$ cat config.mk
export PLATFORM = sky130hd
export DESIGN_NAME = rep_upload_arbiter_flat
export DESIGN_NICKNAME = d
export VERILOG_FILES = /design/src/rtl/rep_pkg.sv /design/src/rtl/rep_upload_arbiter_if.sv /design/src/rtl/ring_rr_pick.sv /design/src/rtl/rep_upload_arbiter.sv /design/src/flat_wrapper.sv
export SDC_FILE = /design/constraint.sdc
export NUM_CORES = 1
export LEC_CHECK = 0
export BUFFER_PORTS_ARGS = -buffer_cell sky130_fd_sc_hd__buf_2
export CAP_MARGIN = 20
export CELL_PAD_IN_SITES_DETAIL_PLACEMENT = 0
export CELL_PAD_IN_SITES_GLOBAL_PLACEMENT = 1
export CORE_AREA = 2 2 61 63
export DETAILED_ROUTE_END_ITERATION = 7
export DIE_AREA = 0 0 63 65
export PLACE_DENSITY = 0.7
export SLEW_MARGIN = 10
export SYNTH_ARGS = -nofsm -noshare
export SYNTH_HDL_FRONTEND = slang
export SYNTH_SLANG_ARGS = --single-unit
$ cat constraint.sdc
create_clock -name clk -period 1.3 [get_ports clk]
set_clock_uncertainty 0.15 [all_clocks]
set_input_delay 0.065 -clock clk [delete_from_list [all_inputs] [get_ports clk]]
set_output_delay 0.065 -clock clk [all_outputs]
set_load 0.02 [all_outputs]
$ cat src/rtl/rep_pkg.sv
// Shared types and constants for the reply-upload path.
package rep_pkg;

    // Flit control codes carried alongside every flit.
    localparam logic [1:0] CTRL_NONE = 2'b00;
    localparam logic [1:0] CTRL_HEAD = 2'b01;
    localparam logic [1:0] CTRL_BODY = 2'b10;
    localparam logic [1:0] CTRL_TAIL = 2'b11;

    typedef enum logic {
        ARB_IDLE = 1'b0,
        ARB_LOCK = 1'b1
    } arb_state_e;

    // A packet may only open with a head, or be a lone tail (single-flit packet).
    function automatic logic ctrl_ok_first(input logic [1:0] ctrl);
        return (ctrl == CTRL_HEAD) || (ctrl == CTRL_TAIL);
    endfunction

    // Once a packet is open, only body or tail flits may follow.
    function automatic logic ctrl_ok_later(input logic [1:0] ctrl);
        return (ctrl == CTRL_BODY) || (ctrl == CTRL_TAIL);
    endfunction

endpackage

$ cat src/rtl/rep_upload_arbiter_if.sv
// Bundle of upload-engine and reply-FIFO signals around the upload arbiter.
interface rep_upload_arbiter_if #(
    parameter int unsigned NUM_SRC = 2,
    parameter int unsigned FLIT_W  = 16,
    parameter int unsigned IDX_W   = 1
) ();
    logic [NUM_SRC-1:0]        src_req;
    logic [NUM_SRC*FLIT_W-1:0] src_flit;
    logic [NUM_SRC-1:0]        src_v;
    logic [NUM_SRC*2-1:0]      src_ctrl;
    logic [NUM_SRC-1:0]        src_rdy;
    logic                      fifo_rdy;
    logic [FLIT_W-1:0]         flit_out;
    logic                      v_flit_out;
    logic [1:0]                ctrl_out;
    logic [IDX_W-1:0]          grant_idx;
    logic                      busy;
    logic                      err_proto;

    // Arbiter side.
    modport slave (
        input  src_req, src_flit, src_v, src_ctrl, fifo_rdy,
        output src_rdy, flit_out, v_flit_out, ctrl_out, grant_idx, busy, err_proto
    );

    // Engine/FIFO side.
    modport master (
        output src_req, src_flit, src_v, src_ctrl, fifo_rdy,
        input  src_rdy, flit_out, v_flit_out, ctrl_out, grant_idx, busy, err_proto
    );
endinterface

$ cat src/rtl/ring_rr_pick.sv
// Combinational round-robin picker: first requester at or after ptr, wrapping.
module ring_rr_pick #(
    parameter int unsigned NUM_SRC = 2,
    parameter int unsigned IDX_W   = 1
) (
    input  logic [NUM_SRC-1:0] req,
    input  logic [IDX_W-1:0]   ptr,
    output logic [IDX_W-1:0]   idx,
    output logic               any
);
    int unsigned cand;

    // Scan NUM_SRC positions starting at ptr; the first hit wins.
    always_comb begin
        idx  = '0;
        any  = 1'b0;
        cand = 0;
        for (int unsigned k = 0; k < NUM_SRC; k++) begin
            cand = (32'(ptr) + k) % NUM_SRC;
            if (!any && req[cand]) begin
                any = 1'b1;
                idx = IDX_W'(cand);
            end
        end
    end
endmodule

$ cat src/rtl/rep_upload_arbiter.sv
// Packet-locked round-robin arbiter sharing the reply-FIFO write port among upload engines.
module rep_upload_arbiter
    import rep_pkg::*;
#(
    parameter int unsigned NUM_SRC = 2,
    parameter int unsigned FLIT_W  = 16,
    parameter int unsigned IDX_W   = 1
) (
    input logic                 clk,
    input logic                 rst,
    rep_upload_arbiter_if.slave bus
);
    localparam logic [IDX_W-1:0] LAST_IDX = IDX_W'(NUM_SRC - 1);

    arb_state_e       state_q, state_d;
    logic [IDX_W-1:0] grant_q, grant_d;
    logic [IDX_W-1:0] ptr_q, ptr_d;
    logic             err_q, err_d;
    logic             first_q, first_d;

    logic [IDX_W-1:0]  pick_idx;
    logic              pick_any;
    logic [FLIT_W-1:0] flit_arr [NUM_SRC];
    logic [1:0]        ctrl_arr [NUM_SRC];
    logic              lock_act;
    logic              accept;
    logic              stray_v;
    logic [IDX_W-1:0]  ptr_after;

    ring_rr_pick #(
        .NUM_SRC (NUM_SRC),
        .IDX_W   (IDX_W)
    ) u_pick (
        .req (bus.src_req),
        .ptr (ptr_q),
        .idx (pick_idx),
        .any (pick_any)
    );

    // Unpack the flattened per-source flit and ctrl buses.
    always_comb begin
        for (int unsigned i = 0; i < NUM_SRC; i++) begin
            flit_arr[i] = bus.src_flit[i*FLIT_W +: FLIT_W];
            ctrl_arr[i] = bus.src_ctrl[i*2 +: 2];
        end
    end

    // Output muxes: forward only the owner, and never write during the reset cycle.
    always_comb begin
        lock_act       = (state_q == ARB_LOCK) && !rst;
        accept         = lock_act && bus.src_v[grant_q] && bus.fifo_rdy;
        bus.src_rdy    = '0;
        bus.flit_out   = '0;
        bus.ctrl_out   = CTRL_NONE;
        bus.v_flit_out = 1'b0;
        if (lock_act) begin
            bus.src_rdy[grant_q] = bus.fifo_rdy;
            bus.flit_out         = flit_arr[grant_q];
            bus.ctrl_out         = ctrl_arr[grant_q];
            bus.v_flit_out       = accept;
        end
        bus.grant_idx = grant_q;
        bus.busy      = lock_act;
        bus.err_proto = err_q;
    end

    // Valid from anyone other than the current owner is a protocol error.
    always_comb begin
        stray_v = 1'b0;
        for (int unsigned i = 0; i < NUM_SRC; i++) begin
            if (bus.src_v[i] && !((state_q == ARB_LOCK) && (IDX_W'(i) == grant_q))) begin
                stray_v = 1'b1;
            end
        end
        ptr_after = (grant_q == LAST_IDX) ? '0 : grant_q + 1'b1;
    end

    // FSM next state, grant/pointer update and protocol checking.
    always_comb begin
        state_d = state_q;
        grant_d = grant_q;
        ptr_d   = ptr_q;
        first_d = first_q;
        err_d   = err_q | stray_v;
        unique case (state_q)
            ARB_IDLE: begin
                if (pick_any) begin
                    grant_d = pick_idx;
                    first_d = 1'b1;
                    state_d = ARB_LOCK;
                end
            end
            ARB_LOCK: begin
                if (accept) begin
                    first_d = 1'b0;
                    if (first_q ? !ctrl_ok_first(ctrl_arr[grant_q])
                                : !ctrl_ok_later(ctrl_arr[grant_q])) begin
                        err_d = 1'b1;
                    end
                end
                if (accept && (ctrl_arr[grant_q] == CTRL_TAIL)) begin
                    state_d = ARB_IDLE;
                    ptr_d   = ptr_after;
                end else if (!bus.src_req[grant_q]) begin
                    // Owner abandoned its packet: flag it and release the port.
                    err_d   = 1'b1;
                    state_d = ARB_IDLE;
                    ptr_d   = ptr_after;
                end
            end
        endcase
    end

    // State registers with synchronous reset.
    always_ff @(posedge clk) begin
        if (rst) begin
            state_q <= ARB_IDLE;
            grant_q <= '0;
            ptr_q   <= '0;
            err_q   <= 1'b0;
            first_q <= 1'b0;
        end else begin
            state_q <= state_d;
            grant_q <= grant_d;
            ptr_q   <= ptr_d;
            err_q   <= err_d;
            first_q <= first_d;
        end
    end
endmodule

$ cat src/flat_wrapper.sv
// flat-port wrapper written by rule: the top's interface ports become plain ports
module rep_upload_arbiter_flat import rep_pkg::*;
#(
    parameter int unsigned NUM_SRC = 2,
    parameter int unsigned FLIT_W  = 16,
    parameter int unsigned IDX_W   = 1
)
  (clk, rst, bus_src_req, bus_src_flit, bus_src_v, bus_src_ctrl, bus_fifo_rdy, bus_src_rdy, bus_flit_out, bus_v_flit_out, bus_ctrl_out, bus_grant_idx, bus_busy, bus_err_proto);
  rep_upload_arbiter_if #(.NUM_SRC(NUM_SRC), .FLIT_W(FLIT_W), .IDX_W(IDX_W)) bus_i ();
  input logic clk;
  input logic rst;
  input wire logic [$bits(bus_i.src_req)-1:0] bus_src_req;
  input wire logic [$bits(bus_i.src_flit)-1:0] bus_src_flit;
  input wire logic [$bits(bus_i.src_v)-1:0] bus_src_v;
  input wire logic [$bits(bus_i.src_ctrl)-1:0] bus_src_ctrl;
  input wire logic [$bits(bus_i.fifo_rdy)-1:0] bus_fifo_rdy;
  output wire logic [$bits(bus_i.src_rdy)-1:0] bus_src_rdy;
  output wire logic [$bits(bus_i.flit_out)-1:0] bus_flit_out;
  output wire logic [$bits(bus_i.v_flit_out)-1:0] bus_v_flit_out;
  output wire logic [$bits(bus_i.ctrl_out)-1:0] bus_ctrl_out;
  output wire logic [$bits(bus_i.grant_idx)-1:0] bus_grant_idx;
  output wire logic [$bits(bus_i.busy)-1:0] bus_busy;
  output wire logic [$bits(bus_i.err_proto)-1:0] bus_err_proto;
  assign bus_i.src_req = bus_src_req;
  assign bus_i.src_flit = bus_src_flit;
  assign bus_i.src_v = bus_src_v;
  assign bus_i.src_ctrl = bus_src_ctrl;
  assign bus_i.fifo_rdy = bus_fifo_rdy;
  assign bus_src_rdy = bus_i.src_rdy;
  assign bus_flit_out = bus_i.flit_out;
  assign bus_v_flit_out = bus_i.v_flit_out;
  assign bus_ctrl_out = bus_i.ctrl_out;
  assign bus_grant_idx = bus_i.grant_idx;
  assign bus_busy = bus_i.busy;
  assign bus_err_proto = bus_i.err_proto;
  rep_upload_arbiter #(.NUM_SRC(NUM_SRC), .FLIT_W(FLIT_W), .IDX_W(IDX_W)) u_core (.clk(clk), .rst(rst), .bus(bus_i));
endmodule
==> impl_metrics.py <==
metrics = {
    "power": {
        "p_clk_frac": 0.223,
        "comb_power_share": 0.563,
        "switching_share": 0.365,
        "leakage_nw": 0.672,
        "p_switching_mw": 0.309,
        "seqPwrFrac": 0.214,
        "p_int_mw": 0.537,
        "ir_worst_vdd_mv": 0.207,
        "p_per_area_nw_per_um2": 595,
    },
    "placement": {
        "hpwlAfterDp_um": 1880,
        "port_buffers": 66,
        "gp_congestion": 0.836,
        "dp.cells": 202,
        "place_ws_ns": -0.0854,
    },
    "timing": {
        "hold_violations": 0,
        "timing.setup.tns_ns": -3.60,
        "rsz0062_at_grt": "yes",
        "tightest_slew_ns": 0.224,
        "slew_headroom": 0.851,
        "setup_viol": 22,
        "layout_setup_ws_ns": -0.200,
        "post-route-min-period_ns": 1.50,
        "fin_crit_sh": 1.15,
        "drv_slew": 0,
        "fmax_ghz": 0.667,
    },
    "logic_synthesis": {
        "synth_area_leaders": "mux2i_1, dfxtp_1, nor2_1",
        "synth_seq_area_share": 0.162,
        "synth_cell_type_count": 22,
        "synth_fp_nets": 123,
        "synthFlopType": "dfxtp_1",
        "synth_top_area_cell": "mux2i_1",
        "async_flop_share": 0,
        "netlist.area_leader.share": 0.356,
        "synth_edf_count": 0,
        "yosys_warnings": 0,
        "syn_inst": 80,
        "ys_ff_latch": 5,
        "synth_area_um2": 618,
        "synth_area_per_cell_um2": 7.73,
        "ys_top_cells_by_count": "mux2i_1, nor2_1, dfxtp_1, buf_2, inv_1",
    },
    "route": {
        "drtIter0Drc": 12,
        "routedWlPerCell_um": 11.4,
        "drc": 0,
        "viasPerCell": 4.25,
        "vias": 905,
        "totalWireLength_um": 2420,
        "antenna_left": 0,
        "drtPass1Iterations": 3,
    },
    "global_route": {
        "grt_pass1_vias": 907,
        "antenna_found_initial": 0,
        "grt_usage": 0.115,
        "grt_max_degree": 11,
        "grt_remaining_overflow": 0,
        "grt_pass1_wl_um": 3840,
    },
    "clock_network": {
        "cts_max_path_buffers": 2,
        "clockRootBuffer": "clkbuf_4",
        "clk_latency_ns": 0.25,
        "cts.clk_slew.worst_paths_ns": 0.05,
        "cts_tree": "built",
        "htree_levels": 1,
        "cts_buffers": 3,
        "clock_sinks": 5,
    },
    "flow_run": {
        "max_cap_violations": 0,
    },
    "floorplan": {
        "die_area_um2": 4100,
        "fp.dieW_um": 63,
        "fp.coreArea_um2": 3500,
        "start_util": 0.177,
        "rows": 22,
        "die_y_um": 65,
        "ioPinCount": 67,
    },
    "finish": {
        "multi_input_area_um2": 604,
        "nFillCells": 380,
        "drive_gt1_frac": 0.745,
        "final_cells": 213,
        "antenna_cells": 0,
        "fin_util": 0.406,
        "nets": 209,
        "seq_area_um2": 108,
        "areaGrowthSynthToFinish_pct": 130,
    },
    "worst_setup_path": {
        "cp.required_ns": 1.09,
        "r2r_start": "u_core.bus.grant_idx$_SDFFE_PP0P_",
        "reg2reg_depth": 5,
        "cp_max_fo": 7,
        "crit_chain": "buf_8 > buf_12 > mux2i_2 > nor2_2 > buf_6",
        "critical-path-slowest-cell": "dfxtp_4",
        "startpoint": "u_core.bus.grant_idx$_SDFFE_PP0P_",
        "startpoint_type": "flop",
        "crit_path_end_kind": "output pin",
        "cp.arrival_ns": 1.29,
        "critPathKind": "flop to output pin",
        "rrSetupSlack_ns": -0.16,
        "cp-endpoint": "bus_flit_out[2]",
        "rr_endpoint": "u_core.ptr_q$_SDFFE_PP0P_",
        "slowest_delay_ns": 0.38,
    },
    "outcome": {
        "violations": "setup timing",
        "status": "complete, but fails checks",
    },
    "hold_path": {
        "min_path_type": "input pin to flop",
    },
}
-- critical path, delay by kind of cell, from the launching register on --
kind | cells | cell delay, ns
DFF | 1 | 0.38
muxes | 1 | 0.23
buffers and inverters | 3 | 0.37
and+or+nand+nor | 1 | 0.05
-- power groups by stage --
stage	logic, mW	registers, mW	clock network (mW)
global route	0.512	0.183	0.199
CTS	0.428	0.182	0.195
global placement	0.367	0.182	0
finish	0.476	0.181	0.188
detailed placement	0.373	0.183	0
floorplan	0.197	0.187	0
-- registers in the layout (all words and copies together), names as in the netlist --
signal and cells:
u_core.bus.grant_idx 1, u_core.first_q 1, u_core.state_q 1, u_core.ptr_q 1, u_core.bus.err_proto 1
-- routing by layer --
layer	global-route usage	wire length [um]
met2	0.214	1330
met5	0	0
met1	0.127	897
met3	0.0243	169
met4	0.0472	27
-- through the flow --
| stage | power [mW] | hold slack [ns] | cell area (um2) |
|---|---|---|---|
| after floorplan | 0.385 | -0.0256 | 657 |
| after global placement | 0.549 | 0.237 | 1140 |
| after detailed placement | 0.556 | 0.240 | 1140 |
| after CTS | 0.806 | 0.0786 | 1320 |
| after global routing | 0.894 | 0.0616 | 1420 |
| final | 0.846 | 0.0324 | 1420 |
-- cells by family after synthesis --
family,after synthesis,share of synthesized area
flip-flops,5,0.162
multiplexers,22,0.356
AND/OR/NAND/NOR,31,0.253
AO/OA/AOI/OAI,13,0.154
buffers and inverters,9,0.0749
-- what timing repair did --
item,4_1_cts,5_1_grt
hold buffers,2,0
pin swaps,3,1
setup buffers,4,1
endpoints found under the hold margin,4,0
setup endpoints to repair,24,25
resized for setup,27,25
cloned,0,0
-- layout by cell type (no fill, tap or decap), types with 2 or more instances in the layout --
cell and n:
a21oi_1 3, dfxtp_4 2, buf_2 55, buf_6 13
buf_12 3, mux2i_4 2, nor2_2 14, nor2_4 2
nand2_1 2, buf_4 12, o22ai_1 2, nor2_1 6
clkbuf_4 3, mux2i_2 6, nand3b_4 2, mux2i_1 14
inv_1 3, dlygate4sd3_1 2, dfxtp_1 3
-- area by class of cell --
| class | count | share of cell area |
|---|---|---|
| Multi-Input combinational cell | 66 | 0.426 |
| Clock buffer | 4 | 0.0185 |
| Timing Repair Buffer | 86 | 0.427 |
| Sequential cell | 5 | 0.0758 |
| Inverter | 4 | 0.0106 |
| Tap cell | 48 | 0.0423 |
-- how the worst min path moves through the flow --
stage	from	end	slack [ns]	cells past startpoint
finish	bus_src_req[0]	u_core.state_q$_SDFF_PP0_	0.03	3
global route	bus_src_req[0]	u_core.state_q$_SDFF_PP0_	0.06	3
CTS	bus_src_req[0]	u_core.ptr_q$_SDFFE_PP0P_	0.08	4
detailed placement	rst	u_core.ptr_q$_SDFFE_PP0P_	0.24	3
global placement	rst	u_core.state_q$_SDFF_PP0_	0.24	3
floorplan	rst	u_core.bus.grant_idx$_SDFFE_PP0P_	-0.03	1
(Power assumes the default switching activity.)
